===== src/rtl/mc_controller.sv =====
// Multicycle ARM control unit: main FSM, ALU/flag decode, NZCV register, condition gating.
// Controls are registered per state (DP 4, LDR 5, STR 4, B 3 cycles); no backpressure.
module mc_controller (
  input  logic       clk,
  input  logic       reset,
  input  logic [3:0] Cond,
  input  logic [1:0] Op,
  input  logic [5:0] Funct,
  input  logic [3:0] Rd,
  input  logic [3:0] ALUFlags,
  output logic       PCWrite,
  output logic       MemWrite,
  output logic       RegWrite,
  output logic       IRWrite,
  output logic       AdrSrc,
  output logic [1:0] RegSrc,
  output logic [1:0] ALUSrcA,
  output logic [1:0] ALUSrcB,
  output logic [1:0] ResultSrc,
  output logic [1:0] ImmSrc,
  output logic [1:0] ALUControl
);

  typedef enum logic [3:0] {
    S_FETCH, S_DECODE, S_MEMADR, S_MEMREAD, S_MEMWRITE, S_MEMWB,
    S_EXECUTER, S_EXECUTEI, S_ALUWB, S_BRANCH, S_UNKNOWN
  } state_t;

  typedef struct packed {
    logic       nextpc;
    logic       branch;
    logic       regw;
    logic       memw;
    logic       irwrite;
    logic       adrsrc;
    logic       aluop;
    logic [1:0] alusrca;
    logic [1:0] alusrcb;
    logic [1:0] resultsrc;
  } ctrl_t;

  state_t     state;
  state_t     nxt;
  ctrl_t      ctrl;
  logic [3:0] flags;
  logic       condexreg;
  logic       condex;
  logic [1:0] flagw;
  logic [1:0] alucontrol;
  logic       pcs;

  function automatic ctrl_t ctrl_of(input state_t s);
    ctrl_t c;
    c = '0;
    case (s)
      S_FETCH: begin
        c.irwrite = 1'b1; c.nextpc = 1'b1;
        c.alusrca = 2'b01; c.alusrcb = 2'b10; c.resultsrc = 2'b10;
      end
      S_DECODE: begin
        c.alusrca = 2'b01; c.alusrcb = 2'b10; c.resultsrc = 2'b10;
      end
      S_MEMADR:   c.alusrcb = 2'b01;
      S_MEMREAD:  c.adrsrc = 1'b1;
      S_MEMWRITE: begin c.adrsrc = 1'b1; c.memw = 1'b1; end
      S_MEMWB:    begin c.resultsrc = 2'b01; c.regw = 1'b1; end
      S_EXECUTER: c.aluop = 1'b1;
      S_EXECUTEI: begin c.aluop = 1'b1; c.alusrcb = 2'b01; end
      S_ALUWB:    c.regw = 1'b1;
      S_BRANCH: begin
        c.alusrca = 2'b10; c.alusrcb = 2'b01; c.resultsrc = 2'b10; c.branch = 1'b1;
      end
      default:    c = '0;
    endcase
    return c;
  endfunction

  always_comb begin
    nxt = S_FETCH;
    case (state)
      S_FETCH:  nxt = S_DECODE;
      S_DECODE: begin
        case (Op)
          2'b00:   nxt = Funct[5] ? S_EXECUTEI : S_EXECUTER;
          2'b01:   nxt = S_MEMADR;
          2'b10:   nxt = S_BRANCH;
          default: nxt = S_UNKNOWN;
        endcase
      end
      S_MEMADR:   nxt = Funct[0] ? S_MEMREAD : S_MEMWRITE;
      S_MEMREAD:  nxt = S_MEMWB;
      S_EXECUTER: nxt = S_ALUWB;
      S_EXECUTEI: nxt = S_ALUWB;
      default:    nxt = S_FETCH;
    endcase
  end

  // Controls for the coming state are registered alongside it, so outputs come straight from flops.
  always_ff @(posedge clk or posedge reset) begin
    if (reset) begin
      state <= S_FETCH;
      ctrl  <= ctrl_of(S_FETCH);
    end else begin
      state <= nxt;
      ctrl  <= ctrl_of(nxt);
    end
  end

  always_comb begin
    alucontrol = 2'b00;
    flagw      = 2'b00;
    if (ctrl.aluop) begin
      case (Funct[4:1])
        4'b0100: alucontrol = 2'b00;
        4'b0010: alucontrol = 2'b01;
        4'b0000: alucontrol = 2'b10;
        4'b1100: alucontrol = 2'b11;
        default: alucontrol = 2'b00;
      endcase
      flagw[1] = Funct[0];
      flagw[0] = Funct[0] & ~alucontrol[1];
    end
  end

  // flags = {N,Z,C,V}
  always_comb begin
    condex = 1'b0;
    case (Cond)
      4'b0000: condex = flags[2];
      4'b0001: condex = ~flags[2];
      4'b0010: condex = flags[1];
      4'b0011: condex = ~flags[1];
      4'b0100: condex = flags[3];
      4'b0101: condex = ~flags[3];
      4'b0110: condex = flags[0];
      4'b0111: condex = ~flags[0];
      4'b1000: condex = flags[1] & ~flags[2];
      4'b1001: condex = ~flags[1] | flags[2];
      4'b1010: condex = (flags[3] == flags[0]);
      4'b1011: condex = (flags[3] != flags[0]);
      4'b1100: condex = ~flags[2] & (flags[3] == flags[0]);
      4'b1101: condex = flags[2] | (flags[3] != flags[0]);
      4'b1110: condex = 1'b1;
      default: condex = 1'b0;
    endcase
  end

  always_ff @(posedge clk or posedge reset) begin
    if (reset) begin
      flags     <= 4'b0000;
      condexreg <= 1'b0;
    end else begin
      if (flagw[1] & condex) flags[3:2] <= ALUFlags[3:2];
      if (flagw[0] & condex) flags[1:0] <= ALUFlags[1:0];
      condexreg <= condex;
    end
  end

  // Write-back gates on the condition captured a cycle earlier, i.e. against pre-update flags.
  assign pcs        = ((Rd == 4'b1111) & ctrl.regw) | ctrl.branch;
  assign PCWrite    = (pcs & condexreg) | ctrl.nextpc;
  assign RegWrite   = ctrl.regw & condexreg;
  assign MemWrite   = ctrl.memw & condexreg;
  assign IRWrite    = ctrl.irwrite;
  assign AdrSrc     = ctrl.adrsrc;
  assign ALUSrcA    = ctrl.alusrca;
  assign ALUSrcB    = ctrl.alusrcb;
  assign ResultSrc  = ctrl.resultsrc;
  assign ImmSrc     = Op;
  assign RegSrc     = {(Op == 2'b01), (Op == 2'b10)};
  assign ALUControl = alucontrol;

endmodule


===== config.mk =====
export PLATFORM = sky130hd
export DESIGN_NAME = mc_controller
export DESIGN_NICKNAME = d
export VERILOG_FILES = /design/src/rtl/mc_controller.sv
export SDC_FILE = /design/constraint.sdc
export NUM_CORES = 1
export LEC_CHECK = 0
export ABC_AREA = 1
export BUFFER_PORTS_ARGS = -buffer_cell sky130_fd_sc_hd__buf_4
export CAP_MARGIN = 40
export CORE_ASPECT_RATIO = 1.5
export CORE_MARGIN = 4
export CORE_UTILIZATION = 51
export CTS_BUF_LIST = sky130_fd_sc_hd__clkbuf_2
export CTS_CLUSTER_DIAMETER = 60
export CTS_CLUSTER_SIZE = 8
export DETAILED_ROUTE_END_ITERATION = 8
export GPL_TIMING_DRIVEN = 1
export PLACE_DENSITY = 0.79
export SKIP_CTS_REPAIR_TIMING = 1
export SYNTH_ARGS = -nofsm -noshare
export SYNTH_HDL_FRONTEND = slang
export SYNTH_SLANG_ARGS = --single-unit

===== constraint.sdc =====
create_clock -name clk -period 1.5 [get_ports clk]
set_clock_uncertainty 0.1 [all_clocks]
set_input_delay 0 -clock clk [delete_from_list [all_inputs] [get_ports clk]]
set_output_delay 0 -clock clk [all_outputs]
set_load 0.02 [all_outputs]

-- Yosys cells after proc, flatten, opt, wreduce, memory -nomap -nowiden
Cells that the tools add are included.
- input port bits: 22
- memories kept: 0
- bits in latches: 0
- memory bits (read-only): 0
- flip-flop bits (word level): 21
- bits in writable memories: 0
- mux-type cells: 18
- order comparisons: 0
- div/mod/pow operators: 0
- bitwise operators: 18
- multiply operators: 0
- shift-type cells: 0
- add/subtract/negate cells: 0
- eq/ne operators: 35
- reduce and logical (&&, ||, !) cells: 12
- operator list (operator ; count):
    equality test 4 bit, second input constant ; 11
    equality test 4 x 3 -> 1 bit, second input constant ; 10
    equality test 4 x 2 -> 1 bit, second input constant ; 7
    case mux 4 bit (5 select lines) ; 1
    zero test 4 bit ; 4
    case mux 1 bit (15 select lines) ; 1
    equality test 4 x 1 -> 1 bit, second input constant ; 3
    case mux 2 bit (2 select lines) ; 3
    case mux 4 bit (3 select lines) ; 1
    OR reduction 2 bit ; 5
    bitwise AND 1 bit ; 9
    2-to-1 mux 1 bit ; 7
    2-to-1 mux 2 bit ; 3
    case mux 2 bit (3 select lines) ; 1
    OR reduction 3 bit ; 2
    NOT 1 bit ; 5
    bitwise OR 1 bit ; 4
    2-to-1 mux 3 bit ; 1
    equality test 2 x 1 -> 1 bit, second input constant ; 1
    equality test 2 bit, second input constant ; 1
    zero test 2 bit ; 1
    equality test 1 bit ; 1
    inequality test 1 bit ; 1

-- Depth between registers and ports, before layout
Gate-level depths: netlist (run 1).
- word-level depth: 7
- depth in mapped cells: 12

-- Least setup slack after synthesis (run 1)
Ideal clock, no wire load.
- path type: reg2reg
- start point: register state[3]
- end point: register ctrl (netlist bit ALUSrcB[0])
- arrival: 1.131 ns
- slack: 0.204 ns
- clock period less this slack: 1.296 ns
- cell stages (with the launch flop): 10
- path buffers: 0
- path through: dfrtp_1 -> nor2_4 -> inv_2 -> nor3_4 -> nand2_2 -> o21ai_2 -> inv_2 -> nor2_1 -> nand2_1 -> nand2_1
- word-level cells in the longest chain between the ends: 6
- ends and longest elaborated chain (item ; RTL line ; text):
    from (decl) ; 42 ; state_t state;
    from (signal assigned) ; 104 ; state <= nxt;
    equality test 4 x 3 -> 1 bit ; 80 ; case (state)
    OR reduction 2 bit (no source line) ; n/a ;
    case mux 4 bit (5 select lines) * ; 80 ;
    named net nxt[1] ; 43 ; state_t nxt;
    equality test 4 bit (tied with other cells) ; 55 ; case (s)
    OR reduction 3 bit (no source line) / OR reduction 2 bit (equally long branches) ; n/a ;
    case mux 2 bit (2 select lines) * ; 55 ;
    to (signal assigned) ; 102 ; ctrl <= ctrl_of(S_FETCH);
    to (signal assigned) ; 105 ; ctrl <= ctrl_of(nxt);
    to (decl) ; 44 ; ctrl_t ctrl;
The timed path passes the listed nets; every way through them passes the cells marked *.
A chain may end at the register's enable or synchronous reset.

-- Worst setup path after layout (run 1)
- start point: register state[2]
- end point: register ctrl (netlist bit ResultSrc[1])
- word-level cells in the longest chain between the ends: 6
- ends and longest elaborated chain (item ; RTL line):
    equality test 4 x 3 -> 1 bit ; 80
    OR reduction 2 bit (no source line) ; n/a
    case mux 4 bit (5 select lines) * ; 80
    equality test 4 bit (tied with other cells) ; 55
    OR reduction 3 bit (no source line) ; n/a
    case mux 2 bit (2 select lines) * ; 55
Mark *: on every way between the ends. The rest lies on a longest branch, timed or not.

==> metrics.md, run 1 <==
| Metric | Value |
|---|---|
| Status | finished, violations left |
| Failing checks | setup timing |
| Slew @ Worst Pin | roughly 290 ps |
| Worst-path clk slew | ~170 ps |
| Final hold violation count | 0 |
| Mapped Nets | ~170 |
| CP arrival | around 1700 ps |
| Most frequent cells in the layout | 45 x buf_4, 31 x nand2_1, 20 x inv_1 |
| R2R cell count | 6 |
| Worst Hold Class | input pin to flip-flop |
| Hold Crit Endpoint | flags[1] |
| Clock power frac | about 8% |
| Post-Layout Cell Count | between 200 and 250 |
| Critical R2R Capture | ResultSrc[1] |
| Post-Synthesis Mean Instance Area | approximately 7.5 sq um |
| Family with the most delay on the worst path | simple AND/OR/NAND/NOR gates |
| Minimum clock period | 1520 ps |
| Startpoint types | flip-flop |
| CP max-delay cell | dfrtp_1 |
| RR Startpoint | state[2] |
| Crit-path max FO | 4 |
| Final nets | between 200 and 250 |
| Sequential fraction of the synthesis area | between 40% and 50% |
| DR iter-0 viols | 35 |
| Max-slew headroom at the worst pin | approximately 80% |
| CTS buffer count | 3 |
| Largest cells by area after synthesis | dfrtp_1 35%, nand2_1 13%, dfstp_2 9.2% |
| Gr ovfl total | 0 |
| Total number of vias | roughly 1,200 |
| Switching part of the total | 44.6% |
| Clk sink count | 20 |
| Setup violators final | 2 |
| Layout cells sized above 1 | roughly 40% |
| Max Freq | between 600 and 700 MHz |
| Worst-Skew Late Latency | slightly above 300 ps |
| Initial core utilization | between 50% and 60% |
| Drt wl/cell | roughly 14 um |
| Most common cell after layout, fill and taps aside | buf_4 |
| Post-DP HPWL | between 2000 and 2500 um |
| Drc violations | 0 |
| Flop pwr share | a little under two fifths |
| Final Power | ~2.6 mW |
| Final wirelength | 3130 um |
| Worst VDD drop | roughly 1.2 mV |
| WL met1 | 928 um |
| Met3 wire len | about 130 um |
| Max Cap Violations | 0 |
| Final worst-path cycle share | 101% |
| Chip Width | between 40 and 50 um |
| Required time worst endpoint | ~1700 ps |
| Synthesized area | ~1100 sq um |
| Unrepaired setup endpoints after global routing | true |
| DP Cell Count | about 210 |
| Die area | between 3000 and 4000 sq um |
| CTS tree | yes |
| Top sig layer | met4 |
| Endpoint class of the critical path | flip-flop |
| Area Overhead vs Synth | 42.0% |
| CP peak stage delay | 460 ps |
| Yosys cell types | 23 |
| PD cells | ~1600 nW/um^2 |
| H-Tree Level Count | 1 |
| Leakage | ~0.9 nW |
| Final setup margin | -19.7 ps |
| Reg2reg setup slack | -20 ps |
| Die Y | 66.0 um |
| Routability cong. | 0.863 |
| Share of the synthesized area in the top cell type | about a third |
| Max-slew violation count | 0 |
| Drt first pass iters | 4 |
| Synth warn | 0 |
| Hold path depth | 6 |
| I/O Buffers | 38 |
| Min-delay src | Funct[3] |
| Cell accounting for the most synthesized area | dfrtp_1 |
| Crit path cell chain | nor2_4, buf_4, nand3_1, nand2_1, nor3_2, o21bai_2 |
| DR WL met2 | about 1900 um |
| Initial antenna violation count | 0 |
| Critical path class | flip-flop to flip-flop |
| Routed Antenna Nets | 0 |
| Largest net degree at the start of global routing | 21 |
| Pint | ~1.4 mW |
| First-pass GRT wire length | ~4200 um |
| Syn Inst Count | between 150 and 200 |
| CTS root buffer | clkbuf_2 |
| Total Routing Usage GR | between 10% and 20% |
| Io pins | 39 |
| Number of global-route vias before repair | between 1,000 and 1,500 |
| Antenna cell count | 0 |
| Synth Register Bits | 20 |
| Core area | 2080 sq um |
| Bufs and invs on worst path | 1 |
| Clock buffer depth | 2 |
| Hold_ws | around 83 ps |
| Switch Pwr | around 1.2 mW |
| Row count | 20 |
| Comb power frac | a little under three fifths |
| Fin util | roughly four fifths |
| Via density | between 5 and 6 |
layout make-up:
cell class / count / area (sq um)
well taps: 22 / 27.5
clock buffers: 3 / 15.0
inverters: 25 / 93.8
repair buffers: 54 / 428
multi-input cells: 99 / 551
fillers: 141 / 453
clock inverters: 1 / 3.75
flip-flops and latches: 20 / 505
kinds of logic (layout without fill, tap and decap cells):
| group | count (synthesis) | in the layout | share of synthesized area (%) |
|---|---|---|---|
| AND/OR/NAND/NOR | 89 | 89 | 37.1 |
| buffers and inverters | 33 | 83 | 13.5 |
| flip-flops | 20 | 20 | 44.2 |
| AO/OA/AOI/OAI | 10 | 10 | 5.25 |
power by group through the flow:
stage	Clock, mW	Sequential [mW]	Combinational (mW)
after detailed placement	0	0.956	1.14
after CTS	0.209	0.943	1.14
final	0.212	0.959	1.43
after global placement	0	0.944	1.10
after global routing	0.234	0.980	1.54
after floorplan	0	0.938	0.840
through the flow:
stage | area [sq um] | setup TNS (ps) | setup WS (ps)
after floorplan | 1140 | 0 | 204
after global placement | 1400 | 0 | 73.3
after detailed placement | 1400 | 0 | 13.2
after CTS | 1420 | -3.45 | -3.45
after global routing | 1620 | -424 | -84.4
final | 1620 | -39.3 | -19.7
tightest hold or removal path: cells and delay by family:
kind	cells	cell delay, ps
buffers and inverters	1	80
and+or+nand+nor	5	390
worst max-delay path by stage:
stage               cells after the start  slack [ps]           end      from
floorplan                               9         200    ALUSrcB[0]  state[3]
global placement                       12          70      flags[2]  flags[3]
detailed placement                     12          10      flags[2]  flags[3]
CTS                                    12          -3      flags[2]  flags[3]
global route                            9         -80    ALUSrcB[0]  state[2]
finish                                  6         -20  ResultSrc[1]  state[2]
per-layer routing:
metal  vias up  GRT usage (%)
li1        570              -
met4         0           7.27
met1       547           16.1
met3        13           2.72
met2        44           39.0
met5         -              0
cell usage after synthesis (all sizes together):
| master | count |
|---|---|
| nand4 | 2 |
| dfrtp | 16 |
| nor3 | 5 |
| nand2 | 42 |
| a21oi | 6 |
| buf | 8 |
| nand3 | 18 |
| inv | 25 |
| o21ai | 3 |
| nor4 | 1 |
| dfstp | 4 |
| nor2 | 18 |
| o21bai | 1 |
| nand3b | 3 |
flip-flops by register name, summed over array words and instances (netlist names):
register	flops
ctrl	3
ALUSrcA	2
IRWrite	1
ALUSrcB	2
state	4
condexreg	1
AdrSrc	1
ResultSrc	2
flags	4
(Power assumes the default switching activity.)
==> run 2: changes to the inputs <==
Settings changed: CORE_UTILIZATION 51 to 50, PLACE_DENSITY 0.79 to 0.78.
==> metrics.md, run 2 (synthesis gave the netlist of run 1 again) <==
| Metric | Value |
|---|---|
| Status | completed (was finished, violations left) |
| Largest net degree at the start of global routing | 21 (unchanged) |
| Clock power frac | 14.7% (was 8.1%) |
| Setup violators final | 0 (was 2) |
| Die area | 3130 sq um (was 3080 sq um) |
| Worst VDD drop | 1.25 mV (was 1.21 mV) |
| Initial antenna violation count | 0 (unchanged) |
| Final hold violation count | 0 (unchanged) |
| FF/Latch Area | 505 sq um (unchanged) |
| Met2 Use GR | 35.2% (was 39.0%) |
| Max-slew headroom at the worst pin | 76.7% (was 80.4%) |
| Max Freq | 668 MHz (was 658 MHz) |
| Multi-input gate area in the final layout | 539 sq um (was 551 sq um) |
| DP Cell Count | 206 (was 205) |
| Post-DP HPWL | 2160 um (was 2280 um) |
| Switch Pwr | 1.12 mW (was 1.16 mW) |
| Hold_ws | 73.4 ps (was 83.0 ps) |
| RR Startpoint | state[2] (unchanged) |
| Antenna cell count | 0 (unchanged) |
| Slew @ Worst Pin | 349 ps (was 294 ps) |
| CP arrival | 1670 ps (was 1690 ps) |
| Met3 Track Usage GR | 1.62% (was 2.72%) |
| Met1 Track Usage GR | 16.0% (was 16.1%) |
| Worst-path clk slew | 180 ps (was 170 ps) |
| Pint | 1.57 mW (was 1.44 mW) |
| Crit path from | state[2] (unchanged) |
| Unrepaired setup endpoints after global routing | true (unchanged) |
| Most common cell after layout, fill and taps aside | buf_4 (unchanged) |
| Top Registers | flags (4), state (4), ctrl (3) (unchanged) |
| Clock buffer depth | 2 (unchanged) |
| Worst Hold Class | input pin to flip-flop (unchanged) |
| Flop pwr share | 35.6% (was 36.8%) |
| Total number of vias | 1,143 (was 1,174) |
| Fillers | 171 (was 141) |
| CTS root buffer | clkbuf_2 (unchanged) |
| Routed Antenna Nets | 0 (unchanged) |
| H-Tree Level Count | 1 (unchanged) |
| Switching part of the total | 41.7% (was 44.6%) |
| Io pins | 39 (unchanged) |
| Max-slew violation count | 0 (unchanged) |
| CP max-delay cell | dfrtp_1 (unchanged) |
| Via density | 5.13 (was 5.24) |
| Pre-CTS setup slack | 63.9 ps (was 13.2 ps) |
| Layout cells sized above 1 | 40.0% (was 40.1%) |
| Chip Width | 47.1 um (was 46.7 um) |
| Final nets | 223 (was 225) |
| Clk sink count | 20 (unchanged) |
| Die Y | 66.6 um (was 66.0 um) |
| Worst-Skew Late Latency | 320 ps (was 310 ps) |
| Leakage | 0.881 nW (was 0.886 nW) |
| Minimum clock period | 1500 ps (was 1520 ps) |
| Drt wl/cell | 12.4 um (was 14.0 um) |
| Crit path top cell by count | nand2_2 |
| Routability cong. | 0.816 (was 0.863) |
| PD cells | 1660 nW/um^2 (was 1600 nW/um^2) |
| Crit-path max FO | 5 (was 4) |
| Critical path class | flip-flop to flip-flop (unchanged) |
| First-pass GRT wire length | 4040 um (was 4200 um) |
| Final setup margin | 3.58 ps (was -19.7 ps) |
| Most frequent cells in the layout | 43 x buf_4, 33 x nand2_1, 19 x inv_1 (was 45 x buf_4, 31 x nand2_1, 20 x inv_1) |
| CTS tree | yes (unchanged) |
| Max Cap Violations | 0 (unchanged) |
| Bufs and invs on worst path | 1 (unchanged) |
| CP peak stage delay | 450 ps (was 460 ps) |
| Endpoint class of the critical path | flip-flop (unchanged) |
| Family with the most delay on the worst path | simple AND/OR/NAND/NOR gates (unchanged) |
| CTS buffer count | 3 (unchanged) |
| Number of global-route vias before repair | 1,040 (was 1,047) |
| Final worst-path cycle share | 99.8% (was 101%) |
| Min-delay src | Cond[3] (was Funct[3]) |
| Gr ovfl total | 0 (unchanged) |
| Final wirelength | 2770 um (was 3130 um) |
| Comb power frac | 49.7% (was 55.1%) |
| Row count | 21 (was 20) |
| Core area | 2210 sq um (was 2080 sq um) |
| Total Routing Usage GR | 17.8% (was 18.8%) |
| Post-Layout Cell Count | 223 (was 224) |
| Drt first pass iters | 4 (unchanged) |
| Drc violations | 0 (unchanged) |
| Required time worst endpoint | 1670 ps (about the same) |
| Crit path cell chain | nor2_4, inv_2, nor3_4, nand2_2, nand4_1, nand2_2, o21bai_2 (was nor2_4, buf_4, nand3_1, nand2_1, nor3_2, o21bai_2) |
| Initial core utilization | 51.8% (was 55.1%) |
| DR iter-0 viols | 27 (was 35) |
| Fin util | 73.6% (was 78.2%) |
| I/O Buffers | 38 (unchanged) |
| Startpoint types | flip-flop (unchanged) |
| Area Overhead vs Synth | 42.1% (was 42.0%) |
| Busiest grt layer | met2 (unchanged) |
## run 2: worst register-to-register path, delay by kind of cell (launching register included)
family / cells / cell delay (ps)
simple gates: 5 / 680
compound gates: 1 / 110
buf+inv: 1 / 90
flops: 1 / 450
## run 2: layout make-up
| class | count | share of cell area [%] |
|---|---|---|
| clock buffer | 3 | 0.924 |
| multi-input combinational | 99 | 33.2 |
| clock inverter | 1 | 1.85 |
| timing repair buffer | 52 | 25.4 |
| inverter | 25 | 5.77 |
| tap | 23 | 1.77 |
| sequential | 20 | 31.1 |
## run 2: power by group through the flow
stage | clock network [mW] | logic (mW) | registers [mW]
after floorplan | 0 | 0.840 | 0.938
after global placement | 0 | 1.09 | 0.945
after detailed placement | 0 | 1.12 | 0.953
after CTS | 0.395 | 1.12 | 0.940
after global routing | 0.423 | 1.45 | 0.986
final | 0.397 | 1.34 | 0.959
## run 2: path summary, 6_finish.rpt
kind                                 to  slack (ps)  cells past startpoint
max                        ResultSrc[1]           4                      7
min                           condexreg          70                      6
max reg2reg                ResultSrc[1]           4                      7
min reg2reg                     IRWrite         430                      1
max in group asynchronous       IRWrite         910                      4
min in group asynchronous  ResultSrc[0]         120                      4
## run 2: through the flow
step	total power [mW]	setup TNS [ps]	area, sq um
CTS	2.46	0	1450
global placement	2.03	0	1410
finish	2.69	0	1630
floorplan	1.78	0	1140
global route	2.86	-400	1630
detailed placement	2.07	0	1410
## run 2: per-layer routing
| layer | share of wire [%] | routed length (um) | up-vias |
|---|---|---|---|
| li1 | - | - | 571 |
| met1 | 32 | 899 | 531 |
| met2 | 60 | 1660 | 31 |
| met3 | 4.0 | 111 | 10 |
| met4 | 3.7 | 103 | 0 |
| met5 | 0 | 0 | - |
